===== src/rtl/alu_arbiter.sv =====
// Two-requester front end for the shared RV32I ALU: arbitrate, register operands,
// run the ALU for one cycle, and return the registered result to the winner.
module alu_arbiter #(
  parameter int PRIO_FIXED = 0
) (
  input  logic        clk,
  input  logic        rst,
  input  logic        req0_vld,
  output logic        req0_rdy,
  input  logic [31:0] req0_a,
  input  logic [31:0] req0_b,
  input  logic [2:0]  req0_opc,
  input  logic        req1_vld,
  output logic        req1_rdy,
  input  logic [31:0] req1_a,
  input  logic [31:0] req1_b,
  input  logic [2:0]  req1_opc,
  output logic        rsp0_vld,
  input  logic        rsp0_rdy,
  output logic [31:0] rsp0_rslt,
  output logic        rsp0_zr,
  output logic        rsp1_vld,
  input  logic        rsp1_rdy,
  output logic [31:0] rsp1_rslt,
  output logic        rsp1_zr,
  output logic [31:0] alu_a,
  output logic [31:0] alu_b,
  output logic [2:0]  alu_opc,
  input  logic [31:0] alu_rslt,
  input  logic        alu_zr,
  output logic [1:0]  dbg_state
);

  // Handshakes: a transfer happens on a rising clk edge where both vld and rdy
  // are high; vld must not drop, and its payload must not change, until then.

  typedef enum logic [1:0] {
    IDLE = 2'd0,
    EXEC = 2'd1,
    RESP = 2'd2
  } state_t;

  state_t      state;
  state_t      state_nx;
  logic        owner;
  logic        last;
  logic [31:0] opa;
  logic [31:0] opb;
  logic [2:0]  opc;
  logic [31:0] rslt;
  logic        zr;
  logic        gnt_vld;
  logic        gnt_id;
  logic        rsp_ack;

  // Grants are offered only in IDLE and never while reset is being applied.
  always_comb begin
    gnt_vld = 1'b0;
    gnt_id  = 1'b0;
    if (state == IDLE && !rst) begin
      if (req0_vld && req1_vld) begin
        gnt_vld = 1'b1;
        gnt_id  = (PRIO_FIXED != 0) ? 1'b0 : ~last;
      end else if (req0_vld) begin
        gnt_vld = 1'b1;
        gnt_id  = 1'b0;
      end else if (req1_vld) begin
        gnt_vld = 1'b1;
        gnt_id  = 1'b1;
      end
    end
  end

  assign rsp_ack = owner ? rsp1_rdy : rsp0_rdy;

  always_comb begin
    state_nx = state;
    case (state)
      IDLE:    if (gnt_vld) state_nx = EXEC;
      EXEC:    state_nx = RESP;
      RESP:    if (rsp_ack) state_nx = IDLE;
      default: state_nx = IDLE;
    endcase
  end

  always_ff @(posedge clk) begin
    if (rst) begin
      state <= IDLE;
      owner <= 1'b0;
      last  <= 1'b1;
      opa   <= 32'd0;
      opb   <= 32'd0;
      opc   <= 3'd0;
      rslt  <= 32'd0;
      zr    <= 1'b0;
    end else begin
      state <= state_nx;
      if (gnt_vld) begin
        opa   <= gnt_id ? req1_a : req0_a;
        opb   <= gnt_id ? req1_b : req0_b;
        opc   <= gnt_id ? req1_opc : req0_opc;
        owner <= gnt_id;
        last  <= gnt_id;
      end
      if (state == EXEC) begin
        rslt <= alu_rslt;
        zr   <= alu_zr;
      end
    end
  end

  assign req0_rdy  = gnt_vld && !gnt_id;
  assign req1_rdy  = gnt_vld && gnt_id;
  assign rsp0_vld  = (state == RESP) && !owner && !rst;
  assign rsp1_vld  = (state == RESP) && owner && !rst;
  assign rsp0_rslt = rslt;
  assign rsp1_rslt = rslt;
  assign rsp0_zr   = zr;
  assign rsp1_zr   = zr;
  assign alu_a     = opa;
  assign alu_b     = opb;
  assign alu_opc   = opc;
  assign dbg_state = state;

endmodule


===== config.mk =====
export PLATFORM = sky130hd
export DESIGN_NAME = alu_arbiter
export DESIGN_NICKNAME = d
export VERILOG_FILES = /design/src/rtl/alu_arbiter.sv
export SDC_FILE = /design/constraint.sdc
export NUM_CORES = 1
export LEC_CHECK = 0
export CELL_PAD_IN_SITES_DETAIL_PLACEMENT = 0
export CELL_PAD_IN_SITES_GLOBAL_PLACEMENT = 1
export CORE_MARGIN = 2
export CORE_UTILIZATION = 26
export DETAILED_ROUTE_END_ITERATION = 6
export GPL_TIMING_DRIVEN = 0
export PLACE_DENSITY_LB_ADDON = 0.08
export SYNTH_ARGS = -nofsm -noshare
export SYNTH_HDL_FRONTEND = slang
export SYNTH_SLANG_ARGS = --single-unit

===== constraint.sdc =====
create_clock -name clk -period 5.8 [get_ports clk]
set_input_delay 1.74 -clock clk [delete_from_list [all_inputs] [get_ports clk]]
set_output_delay 1.74 -clock clk [all_outputs]
set_load 0.02 [all_outputs]

== Word-level counts from Yosys, hierarchy flattened ==
Index checks and enable logic that the tools add are counted.

* Equal/unequal tests: 4
* Multiplexer cells: 14
* Bitwise operators: 1
* Reduce and logical (&&, ||, !) cells: 13

{| class="wikitable"
|+ Operator list
! kind !! count
|-
| $mux 32 || 2
|-
| $logic_and 1x1->1 || 8
|-
| $mux 1 || 8
|-
| $pmux 2 s3 || 1
|-
| $mux 2 || 2
|-
| $ne 2x2->1 const B || 2
|-
| $logic_not 1->1 || 3
|-
| $mux 3 || 1
|-
| $eq 2x1->1 const B || 1
|-
| $eq 2x2->1 const B || 1
|-
| $logic_not 2->1 || 1
|-
| $reduce_and 2->1 || 1
|-
| $not 1->1 || 1
|}

* Bits in registers: 104
* Bits of input ports: 173
* Output and inout port bits: 139

== Logic depth before layout (Yosys ltp) ==
Gate-level depths: netlist of the first run.

* Depth after elaboration: 6
* Mapped depth: 6

== Least setup slack after synthesis of the first run ==
No wires, ideal clock.

* Path type: in2out
* Start point: in rst
* End point: out rsp0_vld
* Data arrival time: 2832 ps
* Path slack: 1228 ps
* Stages: 3
* Path buffers: 2
* Cell sequence: buf_2 > buf_1 > nor4b_1

* Word-level cells in the longest chain between the ends: 2

{| class="wikitable"
|+ RTL lines
! item !! line !! source
|-
| start, declared || 7 || <nowiki>input logic rst,</nowiki>
|-
| $logic_not 1->1 || 114 || <nowiki>assign rsp0_vld = (state == RESP) && !owner && !rst;</nowiki>
|-
| $logic_and 1x1->1 || 114 ||
|-
| end, declared || 18 || <nowiki>output logic rsp0_vld,</nowiki>
|}

Every way passes these cells.

== Worst setup path after layout of the first run ==
* Start point: in req0_vld
* End point: out req0_rdy

* Word-level cells in the longest chain between the ends: 5
* Elaborated cells between the ends (all ways): 9

{| class="wikitable"
|+ RTL lines
! item !! line !! source
|-
| start, declared || 8 || <nowiki>input logic req0_vld,</nowiki>
|-
| $mux 1 or $logic_and 1x1->1 (tied branches) || 64, 61 ||
|-
| $mux 1 || 61 || <nowiki>if (req0_vld && req1_vld) begin</nowiki>
|-
| $mux 1 || 60 || <nowiki>if (state == IDLE && !rst) begin</nowiki>
|-
| $logic_not 1->1 || 112 || <nowiki>assign req0_rdy = gnt_vld && !gnt_id;</nowiki>
|-
| $logic_and 1x1->1 (*) || 112 ||
|-
| end, declared || 9 || <nowiki>output logic req0_rdy,</nowiki>
|}

Mark *: on every way between the ends. The rest lies on a longest branch, timed or not.

==> metrics.md, run 1 <==
| Metric | Value |
|---|---|
| Fin crit period | `5.570 ns` |
| Critical Path Sink Type | `primary output` |
| Layout filler cell count | `1745` |
| Die area | `19830 um^2` |
| Met2 global-route usage | `28.45%` |
| Mapped cell area | `4866 um^2` |
| CP Depth | `8` |
| CTS Root Cell | `clkbuf_16` |
| Sw Share | `28.50%` |
| Area growth from synthesis to layout | `76.21%` |
| RSZ-0062 raised after global routing | `false` |
| Status | `complete, no violations` |
| Synthesized area per cell | `9.890 um^2` |
| Die width | `140.8 um` |
| Max stage delay cell, worst path | `clkdlybuf4s50_1` |
| Row count | `50` |
| Max Clock Skew | `0.008818 ns` |
| Final #Nets | `986` |
| Most Crowded Layer GR | `met2` |
| Max-cap check violation count | `0` |
| Post-cts repair resize count | `0` |
| Initial antenna violation count | `0` |
| Cells after Synth | `492` |
| CP delay by family, top | `buffers and inverters` |
| CTS Sinks | `104` |
| R2R Path Start | `dbg_state[1]` |
| Met3 usage | `5.469%` |
| First-pass GRT wire length | `24520 um` |
| Final Setup Violations | `0` |
| Min-delay src | `rsp0_rslt[16]` |
| Fin Hold WS | `0.4715 ns` |
| Pwr per Cell Area | `251.5 nW/um^2` |
| Critical path's largest stage delay | `0.61 ns` |
| Post-route DRC | `0` |
| WP data arrival | `3.83 ns` |
| Pin count of the biggest net entering global routing | `17` |
| Core area | `18520 um^2` |
| Least-Margin Pin Slew | `0.4660 ns` |
| IO Count | `312` |
| Most common cell on crit path | `clkdlybuf4s50_1` |
| DR vias/cell | `4.265` |
| PortBufs | `310` |
| Synth Register Bits | `104` |
| Overflow after GRT | `0` |
| Share of layout cells above drive strength 1 | `9.046%` |
| Clock power frac | `30.0%` |
| Period utilization | `96.03%` |
| DR WL/cell | `15.16 um` |
| Fin. max-slew vios | `0` |
| Final setup TNS | `0 ns` |
| Max FO, Critical Path | `10` |
| Register area | `2082 um^2` |
| Initial Util | `26.28%` |
| Post-CTS setup buffer count | `0` |
| Worst R2R Setup Slack | `4.20 ns` |
| Yosys warnings | `0` |
| Final wirelength | `15950 um` |
| Pleak | `0.003295 uW` |
| Number of global-route vias before repair | `4542` |
| Footprint of the multi-input gates | `2303 um^2` |
| Post-detail-place hpwl | `12900 um` |
| Post-Syn Nets | `665` |
| Clk buf depth | `2` |
| Commonest non-fill, non-tap cell in the layout | `clkdlybuf4s50_1` |
| Min-Delay Path Class | `reg2reg` |
| WP buf/inv | `5` |
| Drt first-iter violations | `94` |
| Critical path origin | `req0_vld` |
| Cell count of the worst reg-to-reg path | `5` |
| Reg power frac | `38.9%` |
| GRT met1 Usage | `17.64%` |
| Critical path, cell by cell | `clkdlybuf4s50_1 > nor2_1 > nor4_2 > buf_2 > buf_6 > buf_12 > o21a_1 > clkdlybuf4s50_1` |
| Global Route Usage Sum | `15.79%` |
| Clk Latency, worst-skew pair | `0.34 ns` |
| Gate power share | `31.1%` |
| Setup ws final | `0.2305 ns` |
| Register area share after synthesis | `42.79%` |
| RR Endpoint | `alu_b[30]` |
| CP required | `4.06 ns` |
| FMAX | `179.5 MHz` |
| H-tree depth | `3` |
| Worst vdd ir | `131.3 uV` |
| Final GP Congestion | `0.7341` |
| CTS tree | `done` |
| Commonest non-fill, non-tap cells in the layout | `310 x clkdlybuf4s50_1, 135 x mux2i_1, 104 x dfxtp_1, 68 x nand2_1, 68 x nand2b_1` |
| Cts hold-fix bufs | `0` |
| Pre-antenna DRT Iters | `5` |
| Hold Fails Final Rpt | `0` |
| CTS buffer count | `9` |
| Dpl ws | `0.1855 ns` |
| Net Sw Power | `614.7 uW` |
| Post-route ant nets | `0` |
| Classification of the worst setup path | `in2out` |
| Synth cell types | `22` |
| Power Internal | `1542 uW` |
| Worst Setup Start Kind | `primary input` |
| Antenna diode count | `0` |
| Vias | `4487` |
| Chip Height | `140.8 um` |
| CTS clock-pin slew for the worst setup and hold paths | `0.07 ns` |
| Capture point of the worst path | `req0_rdy` |
| Headroom to the max-slew limit | `68.93%` |
-- worst min-delay path by stage --
stage / to / slack [ns] / cells after the start
2_1_floorplan: owner / 0.48 / 2
3_3_place_gp: alu_a[31] / 0.46 / 2
3_5_place_dp: alu_a[10] / 0.46 / 2
4_1_cts: rsp0_rslt[16] / 0.47 / 2
5_1_grt: alu_b[12] / 0.49 / 2
6_report: rsp0_rslt[16] / 0.47 / 2
-- power by group through the flow --
stage | clock network (uW) | logic [uW] | registers [uW]
2_1_floorplan | 0 | 233 | 942
3_3_place_gp | 0 | 678 | 851
3_5_place_dp | 0 | 682 | 854
4_1_cts | 673 | 684 | 840
5_1_grt | 704 | 718 | 850
6_report | 647 | 672 | 838
-- metrics by stage --
step | area [um^2] | std cells | util (%) | total power (uW)
floorplan | 4866 | 492 | - | 1175
detailed placement | 8262 | 1036 | 44.61 | 1537
finish | 8574 | 1052 | 46.30 | 2157
global placement | 8262 | 1036 | 44.61 | 1529
global route | 8574 | 1052 | 46.30 | 2273
CTS | 8574 | 1052 | 46.30 | 2197
-- cell families (layout without fill, tap and decap cells) --
logic type      count (synthesis)  count (layout)  synth area share (%)
compound gates                 39              39                 4.294
flops                         104             104                 42.79
mux                           135             135                 27.77
simple gates                  145             145                 15.27
buf+inv                        69             395                 9.874
-- registers in the layout (all words and copies together), names as in the netlist --
register,flops
alu_a,32
alu_b,32
rsp0_rslt,32
alu_opc,3
dbg_state,2
last,1
owner,1
rsp0_zr,1
-- routing by layer --
metal / vias up / part of all wire (%)
met5: - / 0
met4: 0 / 1.5
met3: 14 / 8.8
met2: 197 / 50
met1: 2023 / 40
li1: 2253 / -
-- synth_stat cells (all sizes together) --
cell type	number	area, um^2
mux2i	135	1351
dfxtp	104	2082
nand2	68	255.2
nand2b	68	425.4
buf	60	446.7
a21oi	35	175.2
clkbuf	9	33.78
nor2	3	11.26
nor2b	2	12.51
a21boi	1	7.510
a221o	1	10.01
nand3b	1	7.510
nor4	1	12.51
nor4b	1	8.760
nor4bb	1	10.01
o21a	1	7.510
o41ai	1	8.760
-- area by class of cell --
cell class                      count  area share (%)
Buffer                             69           5.603
Clock buffer                       10           2.670
Clock inverter                      6          0.9777
Multi-Input combinational cell    319           26.86
Sequential cell                   104           24.28
Tap cell                          234           3.415
Timing Repair Buffer              310           36.19
-- worst register-to-register path, delay by kind of cell, from the launching register on --
kind                   cells  cell delay (ns)
buffers and inverters      3             0.64
muxes                      1             0.20
DFF                        1             0.39
and+or+nand+nor            1             0.30
No activity file was read; power rests on OpenSTA's default activity.
==> inputs of run 2 (changes only) <==
Settings changed: GPL_TIMING_DRIVEN 0 to 1.
==> metrics.md, run 2 (synthesized netlist as in run 1, its figures left out) <==
| Metric | Value |
|---|---|
| Pwr Total | `2041 uW` |
| Antenna diode count | `0` |
| Global Route Usage Sum | `15.23%` |
| Vias | `4272` |
| Initial Util | `26.28%` |
| Final wirelength | `15340 um` |
| Max FO, Critical Path | `3` |
| RSZ-0062 raised after global routing | `false` |
| Drt first-iter violations | `67` |
| Core area | `18520 um^2` |
| Overflow after GRT | `0` |
| DR WL/cell | `15.49 um` |
| CTS Root Cell | `clkbuf_16` |
| Pwr per Cell Area | `251.3 nW/um^2` |
| CP required | `4.06 ns` |
| FMAX | `196.7 MHz` |
| IO Count | `312` |
| Commonest non-fill, non-tap cell in the layout | `clkdlybuf4s50_1` |
| Worst Setup Start Kind | `primary input` |
| CTS Sinks | `104` |
| Headroom to the max-slew limit | `15.19%` |
| CTS clock-pin slew for the worst setup and hold paths | `0.06 ns` |
| DR vias/cell | `4.315` |
| Min-Delay Path Class | `reg2reg` |
| Area growth from synthesis to layout | `66.91%` |
| H-tree depth | `3` |
| Chip Height | `140.8 um` |
| Max-cap check violation count | `0` |
| Worst vdd ir | `123.6 uV` |
| Period utilization | `87.67%` |
| Post-route DRC | `0` |
| Commonest non-fill, non-tap cells in the layout | `310 x clkdlybuf4s50_1, 135 x mux2i_1, 104 x dfxtp_1, 68 x nand2_1, 68 x nand2b_1` |
| Max Clock Skew | `0.006411 ns` |
| R2R Path Start | `dbg_state[1]` |
| Number of global-route vias before repair | `4365` |
| CTS buffer count | `9` |
| Share of layout cells above drive strength 1 | `3.042%` |
| Register area | `2082 um^2` |
| Critical path origin | `req0_vld` |
| Final GP Congestion | `0.7165` |
| Least-Margin Pin Slew | `1.272 ns` |
| Die area | `19830 um^2` |
| WP data arrival | `3.34 ns` |
| Worst R2R Setup Slack | `3.48 ns` |
| Pleak | `0.002995 uW` |
| CTS tree | `done` |
| Util after Layout | `43.86%` |
| Post-detail-place hpwl | `11550 um` |
| Critical Path Sink Type | `primary output` |
| Die width | `140.8 um` |
| Placed Area | `7854 um^2` |
| Fin. max-slew vios | `0` |
| Cell count of the worst reg-to-reg path | `4` |
| Final setup TNS | `0 ns` |
| Hold Fails Final Rpt | `0` |
| Initial antenna violation count | `0` |
| Post-cts repair resize count | `0` |
| Status | `complete, no violations` |
| Post-CTS setup buffer count | `0` |
| Fin crit period | `5.085 ns` |
| Layout filler cell count | `1785` |
| Pin count of the biggest net entering global routing | `70` |
| Clk buf depth | `2` |
| PortBufs | `311` |
| Pre-antenna DRT Iters | `4` |
| Final #Nets | `924` |
| Final Setup Violations | `0` |
| Classification of the worst setup path | `in2out` |
| Row count | `50` |
| Final instance area | `8122 um^2` |
| RR Endpoint | `alu_b[21]` |
| Capture point of the worst path | `req0_rdy` |
| Footprint of the multi-input gates | `2326 um^2` |
| Post-route ant nets | `0` |
| Fin Hold WS | `0.4706 ns` |
| First-pass GRT wire length | `23560 um` |
| Cts hold-fix bufs | `0` |
| Clk Latency, worst-skew pair | `0.34 ns` |
-- run 2: changes by cell type in the layout (fill, tap and decap cells not counted), sizes merged --
cell / delta
clkinvlp: +1
clkbuf: -6
bufinv: -2
clkinv: -2
buf: -53
-- run 2: worst max-delay path, stage by stage --
cell,delay (ns)
clkdlybuf4s50_1,0.55
nor2_1,0.12
nor4_4,0.17
o21a_1,0.16
clkdlybuf4s50_1,0.60
-- run 2: through the flow --
step           std cells  setup slack [ns]
3_5_place_dp         974            0.7197
4_1_cts              990            0.7259
3_3_place_gp         974            0.7501
6_report             990            0.7152
5_1_grt              990            0.6603
2_1_floorplan        492             1.228
-- run 2: layer usage --
layer,track usage [%],part of all wire (%),wire length (um),vias to the layer above
li1,-,-,-,2138
met1,17.16,40,6201,1930
met2,26.85,49,7570,190
met3,5.129,8.5,1301,14
met4,5.421,1.7,263,0
met5,0,0,0,-
-- run 2: final cells by class --
cell class / instances / share of cell area [%]
clock buffer: 13 / 3.081
clock inverter: 3 / 0.2157
multi-input combinational: 319 / 28.64
sequential: 104 / 25.64
tap: 234 / 3.605
timing repair buffer: 317 / 38.82
-- run 2: power by group --
group          internal [uW]  switching, uW  leakage [uW]
combinational            345            290       0.00201
sequential               792           48.2      0.000858
clock                    302            264      0.000130
-- run 2: worst min path at each step --
stage                       start       endpoint  slack (ns)  cells past startpoint
finish                   alu_b[8]       alu_b[8]        0.47                      2
detailed placement      alu_b[15]      alu_b[15]        0.46                      2
floorplan                   owner          owner        0.48                      2
global placement    rsp0_rslt[10]  rsp0_rslt[10]        0.46                      2
global route        rsp0_rslt[19]  rsp0_rslt[19]        0.49                      2
CTS                      alu_b[8]       alu_b[8]        0.48                      2
